[config.mk]
export PLATFORM = sky130hd
export DESIGN_NAME = ssp_dma_sched
export DESIGN_NICKNAME = d
export VERILOG_FILES = /design/src/rtl/ssp_dma_pkg.sv /design/src/rtl/ssp_dma_sched.sv
export SDC_FILE = /design/constraint.sdc
export NUM_CORES = 1
export LEC_CHECK = 0
export CORE_ASPECT_RATIO = 0.9
export CORE_MARGIN = 3
export CORE_UTILIZATION = 45
export CTS_CLUSTER_SIZE = 25
export DETAILED_ROUTE_END_ITERATION = 6
export PLACE_DENSITY = 0.73
export SLEW_MARGIN = 20
export SYNTH_ARGS = -nofsm -noshare
export SYNTH_HDL_FRONTEND = slang
export SYNTH_SLANG_ARGS = --single-unit
[constraint.sdc]
create_clock -name PCLK -period 2 [get_ports PCLK]
set_clock_uncertainty 0.15 [all_clocks]
set_input_delay 0.5 -clock PCLK [delete_from_list [all_inputs] [get_ports PCLK]]
set_output_delay 0.5 -clock PCLK [all_outputs]
set_load 0.005 [all_outputs]
[src/rtl/ssp_dma_pkg.sv]
// Shared definitions for the SSP DMA request scheduler: FSM encoding,
// channel identifiers and legal parameter ranges.
package ssp_dma_pkg;

    typedef enum logic [1:0] {
        ST_IDLE = 2'd0,
        ST_XFER = 2'd1,
        ST_CLR  = 2'd2,
        ST_HOLD = 2'd3
    } state_t;

    localparam logic CH_RX = 1'b0;
    localparam logic CH_TX = 1'b1;

    localparam int BURST_LEN_MIN   = 1;
    localparam int BURST_LEN_MAX   = 16;
    localparam int CLR_HOLDOFF_MIN = 1;
    localparam int CLR_HOLDOFF_MAX = 7;

endpackage

[src/rtl/ssp_dma_sched.sv]
// Arbitrates SSP TX/RX DMA requests onto a single beat-level bus engine,
// then pulses the matching request-clear and holds off re-arbitration.
import ssp_dma_pkg::*;

module ssp_dma_sched #(
    parameter int BURST_LEN   = 4,
    parameter int CLR_HOLDOFF = 2
) (
    input  logic PCLK,
    input  logic PRESETn,
    input  logic ENABLE,
    input  logic TXDMASREQ,
    input  logic TXDMABREQ,
    input  logic RXDMASREQ,
    input  logic RXDMABREQ,
    input  logic XFERACK,
    output logic XFERREQ,
    output logic XFERDIR,
    output logic TXDMACLR,
    output logic RXDMACLR,
    output logic BUSY
);

    localparam int CW = $clog2(BURST_LEN + 1);
    localparam logic [CW-1:0] BEATS_BURST  = CW'(BURST_LEN);
    localparam logic [CW-1:0] BEATS_SINGLE = CW'(1);
    localparam logic [2:0]    HOLD_LOAD    = 3'(CLR_HOLDOFF - 1);

    state_t          state;
    logic [CW-1:0]   count;
    logic [2:0]      hold_cnt;
    logic            last;

    logic burst_any, tx_cand, rx_cand, any_req, grant_ch;

    // Bursts shadow singles; a same-class tie goes to the channel not served last.
    assign burst_any = TXDMABREQ | RXDMABREQ;
    assign tx_cand   = burst_any ? TXDMABREQ : TXDMASREQ;
    assign rx_cand   = burst_any ? RXDMABREQ : RXDMASREQ;
    assign any_req   = tx_cand | rx_cand;
    assign grant_ch  = (tx_cand && rx_cand) ? ~last : tx_cand;

    always_ff @(posedge PCLK or negedge PRESETn) begin
        if (!PRESETn) begin
            state    <= ST_IDLE;
            count    <= '0;
            hold_cnt <= '0;
            last     <= CH_TX;
            XFERREQ  <= 1'b0;
            XFERDIR  <= 1'b0;
            TXDMACLR <= 1'b0;
            RXDMACLR <= 1'b0;
            BUSY     <= 1'b0;
        end else begin
            case (state)
                ST_IDLE: begin
                    if (ENABLE && any_req) begin
                        state   <= ST_XFER;
                        XFERREQ <= 1'b1;
                        XFERDIR <= grant_ch;
                        BUSY    <= 1'b1;
                        count   <= burst_any ? BEATS_BURST : BEATS_SINGLE;
                    end
                end
                ST_XFER: begin
                    if (XFERACK) begin
                        // A dropped ENABLE lets only the in-flight beat finish.
                        if (count == BEATS_SINGLE || !ENABLE) begin
                            state    <= ST_CLR;
                            XFERREQ  <= 1'b0;
                            count    <= '0;
                            last     <= XFERDIR;
                            TXDMACLR <= (XFERDIR == CH_TX);
                            RXDMACLR <= (XFERDIR == CH_RX);
                        end else if (count != '0) begin
                            count <= count - BEATS_SINGLE;
                        end
                    end
                end
                ST_CLR: begin
                    state    <= ST_HOLD;
                    TXDMACLR <= 1'b0;
                    RXDMACLR <= 1'b0;
                    hold_cnt <= HOLD_LOAD;
                end
                ST_HOLD: begin
                    if (hold_cnt == 3'd0) begin
                        state <= ST_IDLE;
                        BUSY  <= 1'b0;
                    end else begin
                        hold_cnt <= hold_cnt - 3'd1;
                    end
                end
                default: state <= ST_IDLE;
            endcase
        end
    end

endmodule
==> out/results.txt, run 1 <==
Initial antenna violation count: 0. After synthesis, the largest family of logic cells by area is compound AO/OA/AOI/OAI gates. 13 I/O pins were placed. The area of the placeable core was 0.00177 mm^2; the slew of the pin with the lowest slew margin was 294 ps. The upper clock frequency limit was 0.520 GHz; the net count after synthesis was 106. The tools report the overall routing resource usage as 15.7%. The kind of path behind the tightest hold check is primary input to asynchronous set/reset pin. By startpoint and endpoint, the worst setup path is classified as primary input to register. Using the TritonRoute via totals, the vias-per-cell ratio works out to 5.18. Global routing finished with a remaining overflow of 0. The final non-filler cell area was 0.00118 mm^2. The deepest level of the CTS H-tree was 1; the peak supply drop was 0.832 mV.

The max-slew violation total from the final report is 0. The clock transition time at the flip-flop clock pins of the worst setup and hold paths works out to 90 ps. The tools report the type of element capturing the critical path as a register. Across the run, the number of max-cap violations was 0. Summing all placed instances gives a cell area of 0.00114 mm^2. The cell area after synthesis was 897 um^2. From left edge to right edge, the die measures 53.1 um. The clock network burns 12.0% of the power. After the last flow step, the layout net total stands at 135.

Multiplexer cells account for 10.2% of the synthesized area. The total instance count after detailed placement is 137, and the count of port buffers added during placement is 12. The vertical die dimension came out at 48.4 um. The mean cell area of the mapped netlist is 10.1 um^2, and the post-synthesis share of cell area spent on and, or, nand and nor gates is 9.90%. The final clock period utilization by the worst path is 96.1%, and the fraction of final layout cells sized beyond drive strength 1 is 21.4%. For this design the static power due to leakage is 0.539 nW. The number of setup buffers added after CTS is 0. For this run, the number of Yosys warnings is 0. The detail-routed net length per standard cell is 12.8 um, and the endpoint arrival time on the critical path is 1940 ps.

STA puts the critical path data required time at 2020 ps. Setup violations remaining at the end of the flow were counted as 0. The maximum fanout along the worst path works out to 5. The synthesized-area fraction occupied by xor and xnor cells was 0.976%; the effective utilization at floorplan was 50.7%. The later pin in the worst-skew pair is clocked with a latency of 280 ps. In this run switching power makes up 38.0% of total power. The worst pin sits at a relative slew slack of 80.4%.

Counting flops with an async set or reset pin after synthesis yields a share of 100%. The part of the power in registers is 30.7%, and the post-route DRC violation count is 0. The worst path in the final design needs a cycle of 1920 ps, including I/O delays and setup. The number of clock sinks seen by CTS is 14, and the number of different library cells in the post-synthesis netlist is 28.

The post-cts repair resize count came out at 0. The first global-routing pass estimated 2.99 mm of wire. For this design the total switching power over the nets is 647 uW. For the smallest setup slack after layout, the log shows 78.2 ps. The count of state elements after synthesis came out at 14. No sink is reached through more buffers than the 2 on the longest clock path. TritonCTS created 3 clock buffers. Setup repair after global routing left no endpoint under its margin.

The number of global-route vias before repair came out at 726. Cell internal power was estimated by the tool at 1.06 mW. Summing the sequential cell areas from Yosys gives 39.2% of the chip area. For the count of final hold-check violations, the log shows 0.

In this run, synthesis inferred 0 flip-flops with an integrated enable. The tools report the routability congestion estimate as 0.773. The flow ran to the end, and the final reports show no timing, DRC or antenna violations.

STA classifies the critical path startpoint as a primary input. The floorplan step defined a die boundary enclosing 0.00257 mm^2. Of the total synthesized cell area, the portion taken by full adders, half adders and majority gates is 12.6%. CTS placed an instance of sky130_fd_sc_hd__clkbuf_4 at the clock tree root. The complex-gate fraction of the synthesized area came out at 21.6%.

The placement-stage worst setup slack came out at -210 ps. Power spread over the standard cell area amounts to 1440 mW/mm^2. The total of fill cells in the finished design was 146. The logic gate share of total power is 57.3%, and the number of cells produced by synthesis is 89. For the maximum number of pins on one net before global-route repair, the log shows 15. TritonCTS built the clock tree. The number of antenna cells inserted is 0, and the floorplan row count is 14. The run gives 0 as the number of antenna-violating nets in the routed design. Buffers inserted to repair hold after CTS numbered 0.

The final layout contains routed wiring with a total length of 1.81 mm. After the flow finishes, the layout carries non-filler instances totaling 141. The run gives 730 as the via total after detailed routing.

The post-detailed-placement half-perimeter wirelength came out at 1.39 mm. For this block, the initial DRC count from the detailed router was 12. The most used flip-flop cell after synthesis is sky130_fd_sc_hd__dfrtp_1. Number of detailed-routing iterations run before antenna repair: 4. From synthesis to final layout, the design area changed by 31.4%.
state kept, by name, summed over array words and instances (netlist names):
name	count
count	3
XFERREQ	1
RXDMACLR	1
XFERDIR	1
TXDMACLR	1
hold_cnt	3
BUSY	1
last	1
state	2
metrics by stage:
step	total power [mW]	utilization, %	hold WS (ps)	TNS, ps
2_1_floorplan	1.14	-	54.4	0
3_3_place_gp	1.47	64.4	346	-977
3_5_place_dp	1.49	64.4	360	-1160
4_1_cts	1.71	66.5	374	0
5_1_grt	1.86	66.6	372	0
6_report	1.70	66.6	371	0
power groups by stage:
| stage | clock network (mW) | registers [mW] | logic (mW) |
|---|---|---|---|
| after detailed placement | 0 | 0.525 | 0.969 |
| final | 0.204 | 0.523 | 0.976 |
| after CTS | 0.212 | 0.522 | 0.975 |
| after global placement | 0 | 0.519 | 0.950 |
| after floorplan | 0 | 0.508 | 0.627 |
| after global routing | 0.231 | 0.540 | 1.09 |
worst max-delay path, stage by stage:
cell and delay (ps):
sky130_fd_sc_hd__clkdlybuf4s50_1 610, sky130_fd_sc_hd__o41ai_4 120, sky130_fd_sc_hd__buf_4 170, sky130_fd_sc_hd__a21oi_2 220, sky130_fd_sc_hd__mux2_4 320
layer usage:
layer | track usage [%] | share of wire (%) | up-vias
met4 | 5.11 | 0.88 | 0
met2 | 24.8 | 46 | 22
met5 | 0 | 0 | -
li1 | - | - | 371
met1 | 19.8 | 48 | 335
met3 | 5.52 | 5.6 | 2
final timing paths:
kind	endpoint	startpoint	cells past startpoint	slack [ps]
max	count[1]	ENABLE	5	80
min	RXDMACLR	PRESETn	2	370
min reg2reg	last	last	2	370
min in group PCLK	last	last	2	370
max reg2reg	state[1]	hold_cnt[0]	7	120
max in group asynchronous	last	PRESETn	2	1090
Yosys cell counts (all sizes together) (2+ instances only):
cell / n / share of area (%)
nand2b: 2 / 1.4
inv: 12 / 5.0
nand2: 7 / 2.9
dfrtp: 13 / 36
mux2: 3 / 4.6
mux2i: 5 / 5.6
ha: 9 / 13
nor2: 5 / 2.1
a21oi: 7 / 5.2
o22ai: 3 / 2.1
a22o: 2 / 2.0
nand3b: 2 / 1.7
o21ai: 6 / 3.3
o41ai: 2 / 4.0
final cells by class:
| type | count | area [um^2] | area share, % |
|---|---|---|---|
| multi-input combinational | 62 | 498 | 42.3 |
| sequential | 14 | 352 | 29.8 |
| timing repair buffer | 25 | 218 | 18.5 |
| inverter | 12 | 45.0 | 3.82 |
| clock buffer | 4 | 36.3 | 3.08 |
| tap | 24 | 30.0 | 2.55 |
cells by family after synthesis:
family,after synthesis
AOI/OAI and AO/OA,25
and+or+nand+nor,19
DFF,14
buffers and inverters,13
adders and majority gates,9
muxes,8
xor gates and xnor gates,1
layout by cell type, fill, tap and decap left out, drive strengths merged, types with 2 or more instances in the layout:
master / netlist / final
clkdlybuf4s50: 0 / 12
nand3b: 2 / 2
ha: 9 / 9
mux2: 3 / 3
dfrtp: 13 / 13
o22ai: 3 / 3
nand2b: 2 / 2
o21ai: 6 / 6
a21oi: 7 / 7
mux2i: 5 / 5
clkbuf: 0 / 4
o41ai: 2 / 2
inv: 12 / 12
a22o: 2 / 2
nand2: 7 / 7
buf: 1 / 13
nor2: 5 / 5
Power figures use the tool's default switching activity.
==> run 2, diff against run 1 <==
- CORE_ASPECT_RATIO: 0.9 -> 1.5
==> run 2 against run 1 <==
  * Clock power fell by 17%
  * First-iteration DRC count grew 8.3%
  * Routed wire length grew 2.3%
  * Power fell by 1.6%
  * Global-route usage about the same
  * Critical path depth did not move
  * Die area up 0.40%
  * Highest routed layer unchanged
  * Utilization decreased by 3.0 points
  * Critical endpoint unchanged
  * Sequential power about the same
==> out/results.txt, run 2 (synthesized netlist as in run 1, its figures left out) <==
Number of clock sinks seen by CTS: 14. The clock root buffer was sky130_fd_sc_hd__clkbuf_4. The fraction of final layout cells sized beyond drive strength 1 was 21.8%; the overall routing resource usage was 15.7%. The number of buffers on the longest clock path was 2.

After floorplanning, the core was divided into 19 placement rows. The flow ran to the end, and the final reports show no timing, DRC or antenna violations. Upper clock frequency limit: 0.526 GHz.

The number of global-route vias before repair is 745. Type of the setup path with the least slack: primary input to register. For this run, design rule violations remaining after detail routing come to 0. For the pin with the worst max-slew slack, the measured transition is 301 ps.

Once detail routing completed, the nets flagged for antenna violations numbered 0. The library cells used most frequently in the layout, excluding fill and tap cells, are sky130_fd_sc_hd__buf_4 (15), sky130_fd_sc_hd__dfrtp_1 (13), sky130_fd_sc_hd__inv_1 (12), sky130_fd_sc_hd__clkdlybuf4s50_1 (12), sky130_fd_sc_hd__ha_1 (8). The tools report the max-slew violation total from the final report as 0.

The largest registers in the layout are count (3), hold_cnt (3), state (2). The die covers 0.00258 mm^2. The total negative slack for setup checks is 0 ps. During I/O placement, the number of pins put on the boundary was 13.

The endpoint arrival time on the critical path was 1930 ps; the power per cell area was 1420 mW/mm^2. The final clock period utilization by the worst path is 95.0%. Fill cells in the final layout number 166.

The logs give 3 for the clock buffer count from CTS and 2030 ps for the required time at the endpoint of the critical path. Final hold analysis gives a worst-case slack of 362 ps. The initial utilization of the core area, before any placement, comes to 48.4%.

Setup slack closes at 99.4 ps. After layout, the minimum clock period comes to 1900 ps. Number of detailed-routing iterations run before antenna repair: 4. The area growth from synthesis to layout is 31.5%. The maximum fanout along the worst path is 5. STA classifies the critical path endpoint as a register. For the post-detailed-placement half-perimeter wirelength, the log shows 1.46 mm.

The routed design has 1.85 mm of wire. Across all layers, the routed design uses 757 vias. For this block, the initial DRC count from the detailed router was 13. In this run, post-CTS hold repair placed 0 buffers. The worst relative slew slack is 79.7%, and the total instance count after detailed placement is 135. Clock-pin slew was measured on the worst setup and hold paths at 90 ps. The finished cells cover 0.00118 mm^2.

Leaving out fill and tap cells, the most frequent cell in the layout is sky130_fd_sc_hd__buf_4. Measured along the y axis, the die boundary spans 60.7 um. The placement-stage worst setup slack came out at -229 ps. The depth of the worst register-to-register path came out at 6. The kind of path behind the tightest hold check was primary input to asynchronous set/reset pin. The deepest level of the CTS H-tree came out at 1. The routability congestion estimate came out at 0.801. In the final design database the tool counted 137 nets. The logs give 3.03 mm for the wire length of the first global-routing pass and 280 ps for the latest clock arrival within the worst-skew pair. TritonCTS built the clock tree.

The width of the die is 42.5 um, and the number of antenna cells inserted is 0. IR analysis of the VDD net gives a maximum drop of 0.789 mV. After detailed routing, the average wire length per cell comes to 13.2 um. The total congestion overflow after global routing was 0; the via density per instance was 5.41. The run gives 15 as the maximum number of pins on one net before global-route repair. The logs give 0 for the initial antenna violation count and 0 for the count of final hold-check violations. The tool flagged a number of max-cap violations equal to 0. The finished layout holds 140 standard cells, fillers aside. Once placement finished, the instance area stood at 0.00114 mm^2. For this design the static power due to leakage is 0.542 nW. Setup repair after global routing left no endpoint under its margin.

The core region is 0.00185 mm^2. Setup violations remaining at the end of the flow were counted as 0. Port buffering added 12 buffers.

Launching element type of the critical path: a primary input.
==> run 2: critical path, cell delays in order <==
cell and delay, ps:
sky130_fd_sc_hd__clkdlybuf4s50_1 600, sky130_fd_sc_hd__o41ai_4 120, sky130_fd_sc_hd__buf_4 170, sky130_fd_sc_hd__a21oi_2 220, sky130_fd_sc_hd__mux2_4 320
==> run 2: area by class of cell <==
class / instances / area (um^2) / area share (%)
Sequential cell: 14 / 352 / 29.8
Multi-Input combinational cell: 62 / 498 / 42.2
Tap cell: 21 / 26.3 / 2.23
Clock buffer: 4 / 26.3 / 2.23
Timing Repair Buffer: 27 / 233 / 19.7
Inverter: 12 / 45.0 / 3.82
==> run 2: stage by stage <==
step                utilization (%)  power (mW)
floorplan                         -        1.14
global placement               61.7        1.47
detailed placement             61.7        1.51
CTS                            63.1        1.69
global route                   63.6        1.82
finish                         63.6        1.68
==> run 2: worst paths after layout <==
path / start / endpoint / slack [ps]
min: PRESETn / state[1] / 360
max in group asynchronous: PRESETn / last / 1090
max reg2reg: state[1] / count[1] / 140
max: ENABLE / count[1] / 100
min in group PCLK: last / last / 360
min reg2reg: last / last / 360
==> run 2: power breakdown <==
part | switching, mW | internal (mW)
registers | 0.103 | 0.418
logic | 0.453 | 0.534
clock network | 0.0912 | 0.0774
==> run 2: timing repair <==
action | 4_1_cts | 5_1_grt
setup endpoints to repair | 0 | 4
resized for setup | 0 | 1
buffers inserted | 0 | 1
==> run 2: metal layers <==
| metal | routed length [um] | track usage (%) | up-vias |
|---|---|---|---|
| li1 | - | - | 373 |
| met1 | 759 | 16.0 | 367 |
| met2 | 1000 | 30.5 | 13 |
| met3 | 60 | 2.67 | 4 |
| met4 | 27 | 8.00 | 0 |
| met5 | 0 | 0 | - |
